### src/rtl/score_pkg.sv
// Shared types, sprite geometry and BCD helper for the score display block.
package score_pkg;

  typedef enum logic [1:0] {ST_IDLE, ST_CLEAR, ST_APPLY, ST_COMMIT} state_t;

  localparam int          DIGIT_W  = 32;
  localparam int          DIGIT_H  = 32;
  localparam logic [11:0] BG_COLOR = 12'hFFF;

  // Ripple +1 across four BCD nibbles; 9999 holds rather than wrapping.
  function automatic logic [15:0] bcd_inc(input logic [15:0] v);
    logic [15:0] r;
    logic        c;
    r = v;
    c = 1'b1;
    if (v != 16'h9999) begin
      for (int i = 0; i < 4; i++) begin
        if (c) begin
          if (r[i*4 +: 4] == 4'd9) begin
            r[i*4 +: 4] = 4'd0;
          end else begin
            r[i*4 +: 4] = r[i*4 +: 4] + 4'd1;
            c           = 1'b0;
          end
        end
      end
    end
    return r;
  endfunction

endpackage

### src/rtl/score_display_ctrl_rom_bank.sv
// 32x32 seven-segment digit sprite ROMs (registered read) and the bank that
// selects one of them by a digit select registered alongside the ROM address.
module digit_rom
  import score_pkg::*;
#(
  parameter logic [6:0] SEGS = 7'h3F
) (
  input  logic        clk,
  input  logic [4:0]  row,
  input  logic [4:0]  col,
  output logic [11:0] color_data
);

  function automatic logic in_box(input logic [4:0] r, input logic [4:0] c,
                                  input int r0, input int r1, input int c0, input int c1);
    return (int'(r) >= r0) && (int'(r) <= r1) && (int'(c) >= c0) && (int'(c) <= c1);
  endfunction

  logic lit;

  // Segment bits a..g = SEGS[0..6]; lit pixels are black, the rest background.
  always_comb begin
    lit = (SEGS[0] && in_box(row, col,  2,  5,  8, 23)) ||
          (SEGS[1] && in_box(row, col,  4, 15, 22, 25)) ||
          (SEGS[2] && in_box(row, col, 16, 27, 22, 25)) ||
          (SEGS[3] && in_box(row, col, 26, 29,  8, 23)) ||
          (SEGS[4] && in_box(row, col, 16, 27,  6,  9)) ||
          (SEGS[5] && in_box(row, col,  4, 15,  6,  9)) ||
          (SEGS[6] && in_box(row, col, 14, 17,  8, 23));
  end

  always_ff @(posedge clk) begin
    color_data <= lit ? 12'h000 : BG_COLOR;
  end

endmodule

module digit_rom_bank
  import score_pkg::*;
(
  input  logic        clk,
  input  logic        reset,
  input  logic [4:0]  row,
  input  logic [4:0]  col,
  input  logic [3:0]  sel,
  output logic [11:0] color_data
);

  logic [11:0] px [10];
  logic [3:0]  sel_q;

  digit_rom #(.SEGS(7'h3F)) zero_rom  (.clk(clk), .row(row), .col(col), .color_data(px[0]));
  digit_rom #(.SEGS(7'h06)) one_rom   (.clk(clk), .row(row), .col(col), .color_data(px[1]));
  digit_rom #(.SEGS(7'h5B)) two_rom   (.clk(clk), .row(row), .col(col), .color_data(px[2]));
  digit_rom #(.SEGS(7'h4F)) three_rom (.clk(clk), .row(row), .col(col), .color_data(px[3]));
  digit_rom #(.SEGS(7'h66)) four_rom  (.clk(clk), .row(row), .col(col), .color_data(px[4]));
  digit_rom #(.SEGS(7'h6D)) five_rom  (.clk(clk), .row(row), .col(col), .color_data(px[5]));
  digit_rom #(.SEGS(7'h7D)) six_rom   (.clk(clk), .row(row), .col(col), .color_data(px[6]));
  digit_rom #(.SEGS(7'h07)) seven_rom (.clk(clk), .row(row), .col(col), .color_data(px[7]));
  digit_rom #(.SEGS(7'h7F)) eight_rom (.clk(clk), .row(row), .col(col), .color_data(px[8]));
  digit_rom #(.SEGS(7'h6F)) nine_rom  (.clk(clk), .row(row), .col(col), .color_data(px[9]));

  always_ff @(posedge clk) begin
    if (reset) sel_q <= 4'd0;
    else       sel_q <= sel;
  end

  always_comb begin
    color_data = BG_COLOR;
    if (sel_q <= 4'd9) color_data = px[sel_q];
  end

endmodule

### src/rtl/score_display_ctrl.sv
// BCD score with frame-synchronised commit and 1-cycle pixel overlay of the
// digit sprites; increments accumulate in a saturating pending counter.
module score_display_ctrl
  import score_pkg::*;
#(
  parameter logic [9:0]  X0            = 10'd16,
  parameter logic [9:0]  Y0            = 10'd16,
  parameter int          NUM_DIGITS    = 4,
  parameter int          BLANK_LEADING = 1,
  parameter logic [11:0] FG_COLOR      = 12'h0F0
) (
  input  logic        clk,
  input  logic        reset,
  input  logic [9:0]  pixel_x,
  input  logic [9:0]  pixel_y,
  input  logic        video_on,
  input  logic        frame_tick,
  input  logic        score_inc,
  input  logic        score_clr,
  output logic        score_on,
  output logic [11:0] score_rgb,
  output logic [15:0] score_bcd,
  output logic        busy
);

  localparam logic [9:0] X1 = X0 + 10'(DIGIT_W * NUM_DIGITS);
  localparam logic [9:0] Y1 = Y0 + 10'(DIGIT_H);

  state_t      state, state_nxt;
  logic [15:0] work, disp;
  logic [3:0]  pending, apply_cnt;
  logic        clr_pend;

  always_ff @(posedge clk) begin
    if (reset) state <= ST_IDLE;
    else       state <= state_nxt;
  end

  always_comb begin
    state_nxt = state;
    case (state)
      ST_IDLE: begin
        if (frame_tick) begin
          if (clr_pend)             state_nxt = ST_CLEAR;
          else if (pending != 4'd0) state_nxt = ST_APPLY;
        end
      end
      ST_CLEAR: state_nxt = ST_COMMIT;
      // Leave once the counter would drain, or after 15 cycles to bound busy.
      ST_APPLY: begin
        if ((pending == 4'd1 && !score_inc) || apply_cnt == 4'd14) state_nxt = ST_COMMIT;
      end
      default: state_nxt = ST_IDLE;
    endcase
  end

  always_ff @(posedge clk) begin
    if (reset) begin
      work      <= 16'h0000;
      disp      <= 16'h0000;
      pending   <= 4'd0;
      clr_pend  <= 1'b0;
      apply_cnt <= 4'd0;
    end else begin
      clr_pend  <= score_clr || (clr_pend && state != ST_CLEAR);
      apply_cnt <= 4'd0;
      case (state)
        ST_CLEAR: begin
          work    <= 16'h0000;
          pending <= 4'd0;
        end
        ST_APPLY: begin
          work      <= bcd_inc(work);
          pending   <= pending - 4'd1 + {3'd0, score_inc};
          apply_cnt <= apply_cnt + 4'd1;
        end
        default: begin
          if (state == ST_COMMIT) disp <= work;
          if (score_inc && pending != 4'hF) pending <= pending + 4'd1;
        end
      endcase
    end
  end

  assign busy      = (state != ST_IDLE);
  assign score_bcd = disp;

  logic [9:0] rel_x;
  logic [4:0] digit_idx, rom_row;
  logic [3:0] digit_val, nib;
  logic       in_field, blank, lead, lead_now, hit, hit_q;
  logic [11:0] rom_color;

  assign rel_x     = pixel_x - X0;
  assign digit_idx = rel_x[9:5];
  assign rom_row   = pixel_y[4:0] - Y0[4:0];
  assign in_field  = video_on && (pixel_x >= X0) && (pixel_x < X1) &&
                     (pixel_y >= Y0) && (pixel_y < Y1);

  // Walk digits from most significant; a digit is blank while every digit up
  // to and including it is zero, except the last one which always shows.
  always_comb begin
    digit_val = 4'd0;
    blank     = 1'b0;
    lead      = 1'b1;
    nib       = 4'd0;
    lead_now  = 1'b0;
    for (int i = 0; i < NUM_DIGITS; i++) begin
      nib      = disp[(NUM_DIGITS-1-i)*4 +: 4];
      lead_now = lead && (nib == 4'd0) && (i != NUM_DIGITS - 1);
      if (digit_idx == 5'(i)) begin
        digit_val = nib;
        blank     = (BLANK_LEADING != 0) && lead_now;
      end
      lead = lead_now;
    end
  end

  assign hit = in_field && !blank;

  always_ff @(posedge clk) begin
    if (reset) hit_q <= 1'b0;
    else       hit_q <= hit;
  end

  digit_rom_bank u_rom_bank (
    .clk        (clk),
    .reset      (reset),
    .row        (rom_row),
    .col        (rel_x[4:0]),
    .sel        (digit_val),
    .color_data (rom_color)
  );

  assign score_on  = hit_q && (rom_color != BG_COLOR);
  assign score_rgb = score_on ? FG_COLOR : 12'h000;

endmodule

### config.mk
export PLATFORM = sky130hd
export DESIGN_NAME = score_display_ctrl
export DESIGN_NICKNAME = d
export VERILOG_FILES = /design/src/rtl/score_pkg.sv /design/src/rtl/score_display_ctrl_rom_bank.sv /design/src/rtl/score_display_ctrl.sv
export SDC_FILE = /design/constraint.sdc
export NUM_CORES = 1
export LEC_CHECK = 0
export BUFFER_PORTS_ARGS = -buffer_cell sky130_fd_sc_hd__buf_2
export CAP_MARGIN = 20
export CORE_MARGIN = 2
export CORE_UTILIZATION = 55
export CTS_CLUSTER_DIAMETER = 80
export CTS_CLUSTER_SIZE = 40
export DETAILED_ROUTE_END_ITERATION = 10
export PLACE_DENSITY = 0.77
export REMOVE_ABC_BUFFERS = 1
export SLEW_MARGIN = 15
export SYNTH_ARGS = -nofsm -noshare
export SYNTH_HDL_FRONTEND = slang
export SYNTH_SLANG_ARGS = --single-unit
### constraint.sdc
create_clock -name clk -period 2.93 [get_ports clk]
set_input_delay 0.4395 -clock clk [delete_from_list [all_inputs] [get_ports clk]]
set_output_delay 0.4395 -clock clk [all_outputs]
set_load 0.03 [all_outputs]
==> results.yml, run 1 <==
status:
  outcome: "complete, no violations"
setup_path:
  reg2reg_to: "pending[3]$_SDFFE_PP0P_"
  reg2regPathDepth: 7
  path_cells: "mux4_2 -> o221ai_1 -> and3_1 -> buf_2"
  rrSetupSlack_ns: 0.65
  crit_slowest_cell: "mux4_2"
  crit_fanout: 6
  critPathMaxStageDelay_ns: 0.54
  reg2reg_from: "state[0]$_SDFFE_PP0P_"
  crit_path_end_kind: "output port"
  start_kind: "register"
  required_ns: 2.49
  critPathKind: "register to output port"
  critPathArrivalTime_ns: 1.98
floorplanning:
  fp.dieH_um: 80.5
  core_area_mm2: 0.00557
  io_pins: 56
  rows: 27
  initial_utilization_pct: 57.8
  dieArea_mm2: 0.00648
  die_x_um: 80.5
pwr:
  total_power_w: 0.00210
  power_leakage_nw: 1.50
  p_per_area_mw_per_mm2: 580
  ir_worst_vdd_uv: 402
clocking:
  post-cts-setup-buffers: 0
  cts_resized: 0
  clk_pin_slew_ns: 0.07
  cts_tree: "built"
  root_buffer: "clkbuf_8"
  htree_levels: 3
  clockBufferDepth: 2
  postCtsHoldBufs: 0
  numCtsBuffers: 9
  clock_latency_ns: 0.34
  cts_sinks: 58
grt:
  grt.total_usage_pct: 23.1
  grt_overflow: 0
  grt_pass1_wl_um: 11600
  grt_max_degree: 36
  grt_pass1_vias: 2517
  antenna_found_initial: 0
yosys:
  yosys.cell_types.count: 53
  ys_seq_area_share_pct: 36.1
  synth_area_mm2: 0.00322
  synth_edf_count: 0
  ys_ff_latch: 58
  synth_ff_type: "dfxtp_1"
  syn_area_per_cell_um2: 8.84
  synthCells: 364
  synth_async_sr_flop_share_pct: 0
  synth_warnings: 0
finish:
  layout.nets: 449
  syn_to_final_growth_pct: 12.6
  diodes: 0
  drive_gt1_share_pct: 17.9
sta:
  rsz0062_at_grt: "false"
  maxSlewHeadroom_pct: 34.2
  fmax_mhz: 414
  fin_setup_tns_ns: 0
  fin_skew_ns: 0.00937
  period_share_pct: 82.5
  worst_pin_slew_ns: 0.987
  setup_violations: 0
  hold_violations: 0
  post-route-min-period_ns: 2.42
  whs_ns: 0.304
  maxSlewViolCount: 0
min_path:
  min_to: "clr_pend$_SDFF_PP0_"
  hp-start: "score_clr"
  min_path_type: "input pin to register"
  min_path_cells: 3
routing:
  drc: 0
  first_pass_iters: 4
  via_count: 2776
  vias_per_cell: 5.80
  drt_iter0_drc: 210
  ant_nets: 0
  routed_wl_um: 7210
  wire_per_inst_um: 15.1
job:
  cap_violations: 0
placed_design:
  port_buffers: 46
  dp_hpwl_um: 5260
  gp_congestion: 0.843
state kept, by name, summed over array words and instances, names as in the netlist:
signal / count
u_rom_bank.zero_rom.color_data: 1
u_rom_bank.three_rom.color_data: 1
u_rom_bank.six_rom.color_data: 1
u_rom_bank.nine_rom.color_data: 1
state: 2
u_rom_bank.two_rom.color_data: 1
u_rom_bank.five_rom.color_data: 1
u_rom_bank.sel_q: 4
hit_q: 1
pending: 4
work: 16
u_rom_bank.seven_rom.color_data: 1
clr_pend: 1
apply_cnt: 4
u_rom_bank.eight_rom.color_data: 1
u_rom_bank.one_rom.color_data: 1
u_rom_bank.four_rom.color_data: 1
score_bcd: 16
metal layers:
layer | part of all wire [%] | track usage, % | wire length (um) | up-vias
li1 | - | - | - | 1362
met1 | 43 | 27.6 | 3110 | 1292
met2 | 50 | 40.6 | 3580 | 106
met3 | 5.6 | 3.60 | 403 | 16
met4 | 1.8 | 10.2 | 127 | 0
met5 | 0 | 0 | 0 | -
through the flow:
stage,cell area (um2),utilization [%],setup slack (ns),std cells
2_1_floorplan,3100,-,0.251,344
3_3_place_gp,3430,61.5,0.817,463
3_5_place_dp,3430,61.5,0.716,463
4_1_cts,3620,65.0,0.511,479
5_1_grt,3620,65.0,0.389,479
6_report,3620,65.0,0.512,479
worst max-delay path: cells and delay by family (launching register included):
family | cells | cell delay, ns
compound gates | 1 | 0.19
buf+inv | 1 | 0.22
flops | 1 | 0.47
mux | 1 | 0.54
simple gates | 1 | 0.24
synth_stat cells (2+ instances only):
library cell | count | area share, %
mux2i_1 | 19 | 5.9
nand3_1 | 14 | 2.2
xor2_1 | 3 | 0.82
a31o_2 | 2 | 0.54
or3_1 | 3 | 0.58
nand3b_1 | 5 | 1.2
o31ai_1 | 2 | 0.47
nor2b_1 | 8 | 1.6
a211o_1 | 3 | 0.82
nor2_1 | 43 | 5.0
o22ai_1 | 4 | 0.78
and3b_1 | 3 | 0.82
a21oi_1 | 22 | 3.4
mux4_2 | 5 | 3.5
a31oi_1 | 2 | 0.39
or4_1 | 6 | 1.4
a211oi_1 | 8 | 1.9
nand2b_1 | 3 | 0.58
dfxtp_1 | 58 | 36
clkbuf_1 | 13 | 1.5
inv_1 | 25 | 2.9
nand2_1 | 15 | 1.7
buf_4 | 12 | 2.8
a311oi_1 | 6 | 1.6
xnor2_1 | 6 | 1.6
o21ai_0 | 16 | 2.5
ha_1 | 21 | 8.2
nor4b_1 | 2 | 0.54
nor3b_1 | 3 | 0.70
nor4_1 | 6 | 1.2
nor3_1 | 4 | 0.62
cell type report:
class / instances / area (um2)
fillers: 455 / 1950
multi-input cells: 261 / 1840
flip-flops and latches: 58 / 1160
repair buffers: 47 / 238
clock buffers: 14 / 163
inverters: 25 / 93.8
well taps: 72 / 90.1
clock inverters: 2 / 35.0
cells by family (layout without fill, tap and decap cells):
group | count (synthesis) | count (layout) | share of synthesized area, %
other cells | 1 | 8 | 0.116
simple gates | 121 | 121 | 20.1
fa+ha+maj | 21 | 21 | 8.16
compound gates | 77 | 77 | 15.9
mux | 25 | 25 | 9.76
buf+inv | 52 | 88 | 7.50
xor+xnor | 9 | 9 | 2.45
flops | 58 | 58 | 36.1
worst max path at each step:
| stage | cells past startpoint | slack [ns] | to | start |
|---|---|---|---|---|
| after floorplan | 3 | 0.25 | score_on | u_rom_bank.sel_q[0]$_SDFF_PP0_ |
| final | 4 | 0.51 | score_rgb[4] | u_rom_bank.sel_q[0]$_SDFF_PP0_ |
| after detailed placement | 7 | 0.72 | pending[2]$_SDFFE_PP0P_ | state[0]$_SDFFE_PP0P_ |
| after global routing | 4 | 0.39 | score_rgb[7] | u_rom_bank.sel_q[0]$_SDFF_PP0_ |
| after CTS | 4 | 0.51 | score_rgb[4] | u_rom_bank.sel_q[0]$_SDFF_PP0_ |
| after global placement | 7 | 0.82 | pending[2]$_SDFFE_PP0P_ | state[0]$_SDFFE_PP0P_ |
report_power, final:
group | switching [W] | internal [W]
sequential | 0.0000470 | 0.000840
clock | 0.000304 | 0.000439
combinational | 0.000289 | 0.000182
layout by cell type, fill, tap and decap left out, types with 2 or more instances in the layout:
| master | Yosys | routed |
|---|---|---|
| mux4_2 | 5 | 5 |
| nor3_1 | 4 | 4 |
| clkbuf_1 | 13 | 3 |
| clkbuf_8 | 0 | 11 |
| inv_1 | 25 | 25 |
| nand3_1 | 14 | 14 |
| xor2_1 | 3 | 3 |
| a31oi_1 | 2 | 2 |
| a311oi_1 | 6 | 6 |
| conb_1 | 1 | 8 |
| nor2_1 | 43 | 43 |
| nor4_1 | 6 | 6 |
| xnor2_1 | 6 | 6 |
| dfxtp_1 | 58 | 58 |
| nand2b_1 | 3 | 3 |
| o21ai_0 | 16 | 16 |
| nor3b_1 | 3 | 3 |
| o22ai_1 | 4 | 4 |
| a211o_1 | 3 | 3 |
| a21oi_1 | 22 | 22 |
| a31o_2 | 2 | 2 |
| or3_1 | 3 | 3 |
| and3b_1 | 3 | 3 |
| mux2i_1 | 19 | 19 |
| or4_1 | 6 | 6 |
| a211oi_1 | 8 | 8 |
| ha_1 | 21 | 21 |
| nand3b_1 | 5 | 5 |
| nor4b_1 | 2 | 2 |
| buf_2 | 1 | 46 |
| nand2_1 | 15 | 15 |
| o31ai_1 | 2 | 2 |
| nor2b_1 | 8 | 8 |
(Power assumes the default switching activity.)
==> run 2: changes to the inputs <==
CORE_UTILIZATION = 51   (was 55)
PLACE_DENSITY = 0.75   (was 0.77)
clock period = 2 ns   (was 2.93 ns; I/O delays follow)
==> run 2 against run 1 <==
  * The flow now finishes with violations (setup timing)
  * Highest routed layer unchanged
  * Via count is 4.1% higher
  * Clock skew is essentially flat
  * Largest power group unchanged
  * Hold slack got worse by 0.13 ns
  * Sequential power rose by 44%
==> results.yml, run 2 (synthesis gave the netlist of run 1 again) <==
grt:
  grt_max_degree: 18
  grt_pass1_vias: 2696
  grt_overflow: 0
  grt_pass1_wl_um: 12700
  grt.total_usage_pct: 22.3
  antenna_found_initial: 0
placed_design:
  port_buffers: 46
  gp_congestion: 0.797
  pre_cts_ws_ns: -0.0326
  dp_hpwl_um: 5780
  post_dp_cell_area_mm2: 0.00362
clocking:
  htree_levels: 3
  clock_latency_ns: 0.34
  cts_sinks: 58
  clk_pin_slew_ns: 0.07
  post-cts-setup-buffers: 0
  root_buffer: "clkbuf_8"
  postCtsHoldBufs: 0
  numCtsBuffers: 9
  clockBufferDepth: 2
  cts_tree: "built"
routing:
  first_pass_iters: 4
  drt_iter0_drc: 173
  drc: 0
  ant_nets: 0
  wire_per_inst_um: 15.4
  routed_wl_um: 7830
  vias_per_cell: 5.70
  via_count: 2889
finish:
  drive_gt1_share_pct: 25.0
  syn_to_final_growth_pct: 19.9
  diodes: 0
  fin_area_mm2: 0.00386
  layout_common_cells: "dfxtp_1 (57), nor2_1 (43), buf_2 (41), buf_4 (31), inv_1 (24)"
  layout.nets: 474
  final_common_cell: "dfxtp_1"
floorplanning:
  fp.dieH_um: 83.5
  io_pins: 56
  dieArea_mm2: 0.00696
  initial_utilization_pct: 53.4
  rows: 28
  core_area_mm2: 0.00603
  die_x_um: 83.5
sta:
  hold_violations: 0
  fmax_mhz: 483
  maxSlewHeadroom_pct: 58.8
  rsz0062_at_grt: "true"
  fin_skew_ns: 0.00907
  post-route-min-period_ns: 2.07
  setup_violations: 5
  period_share_pct: 104
  setup_slack_ns: -0.0702
  maxSlewViolCount: 0
  worst_pin_slew_ns: 0.611
setup_path:
  critPathKind: "register to output port"
  rrSetupSlack_ns: 0.10
  reg2regPathDepth: 6
  reg2reg_to: "work[15]$_SDFFE_PP0P_"
  reg2reg_from: "work[5]$_SDFFE_PP0P_"
  required_ns: 1.70
  critPathArrivalTime_ns: 1.77
  start_kind: "register"
  crit_fanout: 5
  crit_path_end_kind: "output port"
pwr:
  power_leakage_nw: 1.62
  ir_worst_vdd_uv: 500
  p_per_area_mw_per_mm2: 799
job:
  cap_violations: 0
min_path:
  min_path_cells: 3
  min_path_type: "input pin to register"
  hp-start: "score_clr"
  min_to: "clr_pend$_SDFF_PP0_"
status:
  violations: "setup timing"
  outcome: "finished with violations"
[run 2: worst max path at each step]
stage,endpoint,from,slack (ns)
finish,score_rgb[5],u_rom_bank.sel_q[0]$_SDFF_PP0_,-0.07
global route,score_on,u_rom_bank.sel_q[0]$_SDFF_PP0_,-0.15
global placement,work[15]$_SDFFE_PP0P_,state[0]$_SDFFE_PP0P_,0.04
floorplan,score_on,u_rom_bank.sel_q[0]$_SDFF_PP0_,-0.54
detailed placement,work[15]$_SDFFE_PP0P_,state[0]$_SDFFE_PP0P_,-0.03
CTS,score_rgb[5],u_rom_bank.sel_q[0]$_SDFF_PP0_,-0.1
[run 2: power by group]
group          leakage [nW]  switching [W]  internal (W)  total (W)
Sequential            0.472      0.0000502       0.00123    0.00128
Combinational          1.05       0.000486      0.000328   0.000814
Clock                0.0965       0.000444      0.000548   0.000991
[run 2: metrics by stage]
step / utilization, % / instances / TNS [ns] / hold slack (ns) / total power [W]
floorplan: - / 344 / -3.19 / 0.369 / 0.00182
global placement: 60.0 / 491 / 0 / 0.446 / 0.00204
detailed placement: 60.0 / 491 / -0.0326 / 0.453 / 0.00207
CTS: 63.6 / 507 / -0.478 / 0.177 / 0.00306
global route: 64.1 / 507 / -0.722 / 0.169 / 0.00327
finish: 64.1 / 507 / -0.347 / 0.174 / 0.00309
[run 2: what timing repair did]
item,in CTS,in global routing
pin swaps,1,1
setup endpoints to repair,8,11
gates resized for setup,10,6
[run 2: critical path: stages (launching register included)]
cell and delay [ns]:
dfxtp_2 0.35, mux4_2 0.51, o221ai_2 0.19, and3_4 0.23, buf_4 0.16
[run 2: final cells by class]
type / instances / area (um2)
Clock buffer: 14 / 173
Clock inverter: 2 / 10.0
Fill cell: 519 / 2170
Inverter: 25 / 97.6
Multi-Input combinational cell: 261 / 1890
Sequential cell: 58 / 1160
Tap cell: 75 / 93.8
Timing Repair Buffer: 72 / 438
[run 2: per-layer routing]
metal	part of all wire (%)	global-route usage, %
met2	51	39.4
met4	2.1	8.94
met3	4.3	4.45
met5	0	0
met1	43	26.3
